### src/rtl/lru_set_tracker.sv
// True-LRU replacement tracker: per-set age permutation plus valid/lock bits,
// with a registered victim query (invalid unlocked way first, else oldest unlocked).
module lru_set_tracker #(
    parameter int SETS  = 16,
    parameter int WAYS  = 8,
    parameter int SET_W = (SETS > 1) ? $clog2(SETS) : 1,
    parameter int WAY_W = $clog2(WAYS)
) (
    input  logic             clk,
    input  logic             rst,
    input  logic             acc_v,
    input  logic [SET_W-1:0] acc_set,
    input  logic [WAY_W-1:0] acc_way,
    input  logic             acc_fill,
    input  logic             inv_v,
    input  logic [SET_W-1:0] inv_set,
    input  logic [WAY_W-1:0] inv_way,
    input  logic             lck_v,
    input  logic [SET_W-1:0] lck_set,
    input  logic [WAY_W-1:0] lck_way,
    input  logic             lck_val,
    input  logic             qry_v,
    input  logic [SET_W-1:0] qry_set,
    output logic             vic_v,
    output logic [WAY_W-1:0] vic_way,
    output logic             vic_none
);

    typedef struct packed {
        logic             pres;
        logic             inv;
        logic [WAY_W-1:0] age;
        logic [WAY_W-1:0] idx;
    } node_t;

    logic [WAY_W-1:0] age   [SETS][WAYS];
    logic [WAYS-1:0]  valid [SETS];
    logic [WAYS-1:0]  lock  [SETS];

    logic acc_ok, inv_ok, lck_ok, qry_ok;

    generate
        if (SETS == (1 << SET_W)) begin : g_full
            assign acc_ok = acc_v;
            assign inv_ok = inv_v;
            assign lck_ok = lck_v;
            assign qry_ok = qry_v;
        end else begin : g_part
            // Indices beyond SETS do not exist; such commands are dropped.
            assign acc_ok = acc_v && (acc_set < SET_W'(SETS));
            assign inv_ok = inv_v && (inv_set < SET_W'(SETS));
            assign lck_ok = lck_v && (lck_set < SET_W'(SETS));
            assign qry_ok = qry_v && (qry_set < SET_W'(SETS));
        end
    endgenerate

    // Left operand always covers lower way indices, so ties on "invalid" go left.
    function automatic node_t pick(input node_t l, input node_t r);
        if (!l.pres) return r;
        if (!r.pres) return l;
        if (l.inv)   return l;
        if (r.inv)   return r;
        return (r.age > l.age) ? r : l;
    endfunction

    logic [SET_W-1:0] qs;
    node_t            leaf [WAYS];
    node_t            root;

    assign qs = qry_ok ? qry_set : '0;

    always_comb begin
        for (int w = 0; w < WAYS; w++) begin
            leaf[w].pres = ~lock[qs][w];
            leaf[w].inv  = ~valid[qs][w];
            leaf[w].age  = age[qs][w];
            leaf[w].idx  = WAY_W'(w);
        end
    end

    genvar l, k;
    generate
        for (l = 1; l <= WAY_W; l++) begin : g_lvl
            node_t n [WAYS >> l];
            for (k = 0; k < (WAYS >> l); k++) begin : g_node
                if (l == 1) begin : g_leaf
                    assign n[k] = pick(leaf[2*k], leaf[2*k+1]);
                end else begin : g_inner
                    assign n[k] = pick(g_lvl[l-1].n[2*k], g_lvl[l-1].n[2*k+1]);
                end
            end
        end
    endgenerate

    assign root = g_lvl[WAY_W].n[0];

    logic [WAY_W-1:0] old_age;
    assign old_age = age[acc_set][acc_way];

    always_ff @(posedge clk) begin
        if (rst) begin
            for (int s = 0; s < SETS; s++) begin
                for (int w = 0; w < WAYS; w++) age[s][w] <= WAY_W'(w);
                valid[s] <= '0;
                lock[s]  <= '0;
            end
            vic_v    <= 1'b0;
            vic_way  <= '0;
            vic_none <= 1'b0;
        end else begin
            if (acc_ok) begin
                for (int w = 0; w < WAYS; w++) begin
                    if (acc_way == WAY_W'(w))
                        age[acc_set][w] <= '0;
                    else if (age[acc_set][w] < old_age)
                        age[acc_set][w] <= age[acc_set][w] + 1'b1;
                end
            end
            // A same-way access overrides the invalidate; the fill set below then wins.
            if (inv_ok && !(acc_ok && acc_set == inv_set && acc_way == inv_way))
                valid[inv_set][inv_way] <= 1'b0;
            if (acc_ok && acc_fill)
                valid[acc_set][acc_way] <= 1'b1;
            if (lck_ok)
                lock[lck_set][lck_way] <= lck_val;

            vic_v <= qry_ok;
            if (qry_ok) begin
                vic_none <= ~root.pres;
                vic_way  <= root.pres ? root.idx : '0;
            end
        end
    end

endmodule

### config.mk
export PLATFORM = sky130hd
export DESIGN_NAME = lru_set_tracker
export DESIGN_NICKNAME = d
export VERILOG_FILES = /design/src/rtl/lru_set_tracker.sv
export SDC_FILE = /design/constraint.sdc
export NUM_CORES = 2
export LEC_CHECK = 0
export ABC_AREA = 1
export CAP_MARGIN = 20
export CORE_UTILIZATION = 55
export CTS_CLUSTER_SIZE = 24
export DETAILED_ROUTE_END_ITERATION = 8
export GPL_TIMING_DRIVEN = 0
export PLACE_DENSITY = 0.71
export REMOVE_ABC_BUFFERS = 1
export SLEW_MARGIN = 10
export SYNTH_ARGS = -nofsm -noshare
export SYNTH_HDL_FRONTEND = slang
export SYNTH_SLANG_ARGS = --single-unit
### constraint.sdc
create_clock -name clk -period 7.92 [get_ports clk]
set_input_delay 1.584 -clock clk [delete_from_list [all_inputs] [get_ports clk]]
set_output_delay 1.584 -clock clk [all_outputs]
set_load 0.005 [all_outputs]
==> impl_results.md <==
* Status: completed
* Synth Area in Simple Gates at 0.277
* DR vias/cell at 6.51
* Mux contribution to synthesized area at 0.00331
* Post-synthesis sequential area ratio at 0.497
* Layout cells sized above 1 at 0.0578
* First-pass GRT wire length at 186 mm
* RD Place Congestion at 0.962
* Worst-skew pair later-pin latency at 0.63 ns
* Crit Path Category: in -> reg
* Core area at 0.0648 mm^2
* Minimum clock period at 7.51 ns
* Ranking of synthesized cells by area: edfxtp_1 42%, nand2_1 12%, nand3_1 7.8%
* Crit share post-route at 0.948
* Switching pwr at 2.34 mW
* Root buf cell: clkbuf_16
* H-tree depth at 3
* Dpl cells at 5,008
* Comb pwr share at 0.153
* Sequential share of power at 0.461
* Mapped Cells at 4,444
* Layout Cells excl Fill at 5,142
* Worst slew pin tran at 1.23 ns
* Die width at 259 um
* Cell Int Power at 5.86 mW
* Lkg Pwr at 14.2 nW
* Fillers at 5,534
* Total grt overflow at 0
* Initial antenna violation count at 0
* Hold_ws at 0.473 ns
* Synth Flop Type: edfxtp_1
* Final number of hold-violating endpoints at 0
* Clock transition at path regs at 0.06 ns
* DRC violations left at 0
* # IOs at 38
* Clock Sink Count at 645
* GRT Resource Usage Total at 0.366
* Total Power at 8.20 mW
* RSZ-0062 raised after global routing: false
* VDD IR-drop max at 0.175 mV
* Cts bufs inserted at 71
* Max Cap Violations at 0
* Die area at 0.0670 mm^2
* Worst Path Max Fanout at 61
* Hold_buf cts at 0
* Synth top area share at 0.424
* Fraction of registers with async set/reset at 0
* Crit path DAT at 7.99 ns
* Max clock buf depth at 3
* # Post-CTS Setup Buffers at 0
* Drt first pass iters at 7
* Syn Area/Cell at 8.16 um^2
* Final max-slew violation count at 0
* #FFs+latches synth at 645
* Dominant cell by count in the synthesized netlist: nand2_1
* Worst hold path class: reg -> reg
* Clk pwr share at 0.386
* FP Rows at 93
* Critical Path Start Type: input pin
* Synth Area in Compound Gates at 0.136
* CTS tree: done
* Synth area leader: edfxtp_1
* N_diodes at 0
* Relative slew margins at 0.177
* Slowest stage delay, CP at 0.35 ns
* Remaining antenna violation count at 0
* Number of global-route vias before repair at 31.2k
* Worst Setup End Kind: flop
* Synth Area in Adders at 0.0155
* Largest family of logic cells by synthesized area: simple AND/OR/NAND/NOR gates
* Quantity of I/O buffers inserted on ports at 37
* Post-synth EDFFs at 512
* First DRT Iteration DRCs at 5,178
* WL per Instance at 24.3 um
* Hpwl dp at 73.2 mm
* Cell Pwr Density at 208 mW/mm^2
* Initial core utilization at 0.560
* Endpoints failing setup at 0
* Area Growth Syn to Fin at 8.91%
* Crit path max-delay cell type: o21ai_1
* Die Y at 259 um
* Drt total wl at 125 mm
* Mapped Area at 0.0363 mm^2
* Synth Warn # at 0
* Fin Clk Skew at 0.0294 ns
* Peak Freq at 133 MHz
* Yosys cell types at 48
* Most instantiated cells after synthesis: 1,183 x nand2_1, 567 x nand3_1, 543 x nor2_1
* Worst endpoint required time at 8.41 ns
* Sw frac at 0.285
* Post-Synth XOR/XNOR Area at 0.00266
* Pin count of the biggest net entering global routing at 149
* Final #Nets at 4,316
* Via count at 33.5k
-- registers in the layout, summed over array words and instances (netlist names) --
name	cells
vic_v	1
vic_way	3
valid	128
age	384
vic_none	1
lock	128
-- layout make-up --
| type | instances | area [um^2] | share of cell area |
|---|---|---|---|
| flip-flops and latches | 645 | 18000 | 0.457 |
| clock buffers | 100 | 1990 | 0.0503 |
| repair buffers | 86 | 1460 | 0.0369 |
| multi-input cells | 3219 | 16000 | 0.404 |
| clock inverters | 22 | 145 | 0.00367 |
| well taps | 855 | 1070 | 0.0271 |
| inverters | 215 | 850 | 0.0215 |
-- power groups by stage --
stage	clock [mW]	sequential (mW)	combinational (mW)
after floorplan	0	3.84	0.765
after global placement	0	3.85	1.19
after detailed placement	0	3.85	1.19
after CTS	3.16	3.78	1.20
after global routing	3.28	3.79	1.34
final	3.17	3.78	1.26
-- critical path: cells and delay by family --
family	cells	cell delay [ns]
compound gates	13	2.48
buf+inv	7	1.61
simple gates	11	1.26
fa+ha+maj	3	0.88
-- per-layer routing --
| metal | share of wire | GRT usage | vias up |
|---|---|---|---|
| li1 | - | - | 15018 |
| met1 | 0.36 | 0.458 | 15725 |
| met2 | 0.46 | 0.582 | 2244 |
| met3 | 0.12 | 0.0873 | 473 |
| met4 | 0.057 | 0.207 | 0 |
| met5 | 0 | 0 | - |
-- logic make-up after synthesis --
| group | Yosys count |
|---|---|
| compound gates | 755 |
| xor+xnor | 11 |
| mux | 12 |
| buf+inv | 580 |
| simple gates | 2396 |
| fa+ha+maj | 45 |
| flops | 645 |
-- timing repair --
item,4_1_cts,5_1_grt
gates resized for setup,4,8
setup endpoints to repair,3,41
gates cloned,1,2
-- final timing paths --
path,start,end,slack (ns),cells after the start
setup / recovery,qry_set[0],vic_way[1],0.41,34
hold / removal,vic_way[0],vic_way[0],0.47,2
setup reg to reg,age[1][23],vic_way[1],2.79,32
hold reg to reg,vic_way[0],vic_way[0],0.47,2
-- placed cells by master, fill, tap and decap left out, types with 20 or more instances in the layout --
cell / instances
ha_1: 45
clkbuf_1: 20
clkdlybuf4s50_1: 35
o21ai_0: 254
dfxtp_1: 133
nand2_2: 24
nand3_2: 25
edfxtp_1: 512
nand3_1: 567
a21oi_1: 51
o211ai_1: 166
clkbuf_16: 74
a22oi_1: 97
nand2_1: 1176
buf_16: 26
nor2_4: 22
inv_1: 201
nor2_1: 524
o22ai_1: 90
-- through the flow --
| stage | instance area (um^2) | utilization | setup TNS (ns) | worst slack [ns] |
|---|---|---|---|---|
| 3_3_place_gp | 36000 | 0.556 | -3578.43 | -27.81 |
| 5_1_grt | 39500 | 0.609 | 0 | 0.0306 |
| 2_1_floorplan | 34600 | - | -27.26 | -7.47 |
| 4_1_cts | 39300 | 0.607 | 0 | 0.0498 |
| 3_5_place_dp | 37100 | 0.573 | -79.81 | -1.25 |
| 6_report | 39500 | 0.609 | 0 | 0.414 |
(Power assumes the default switching activity.)
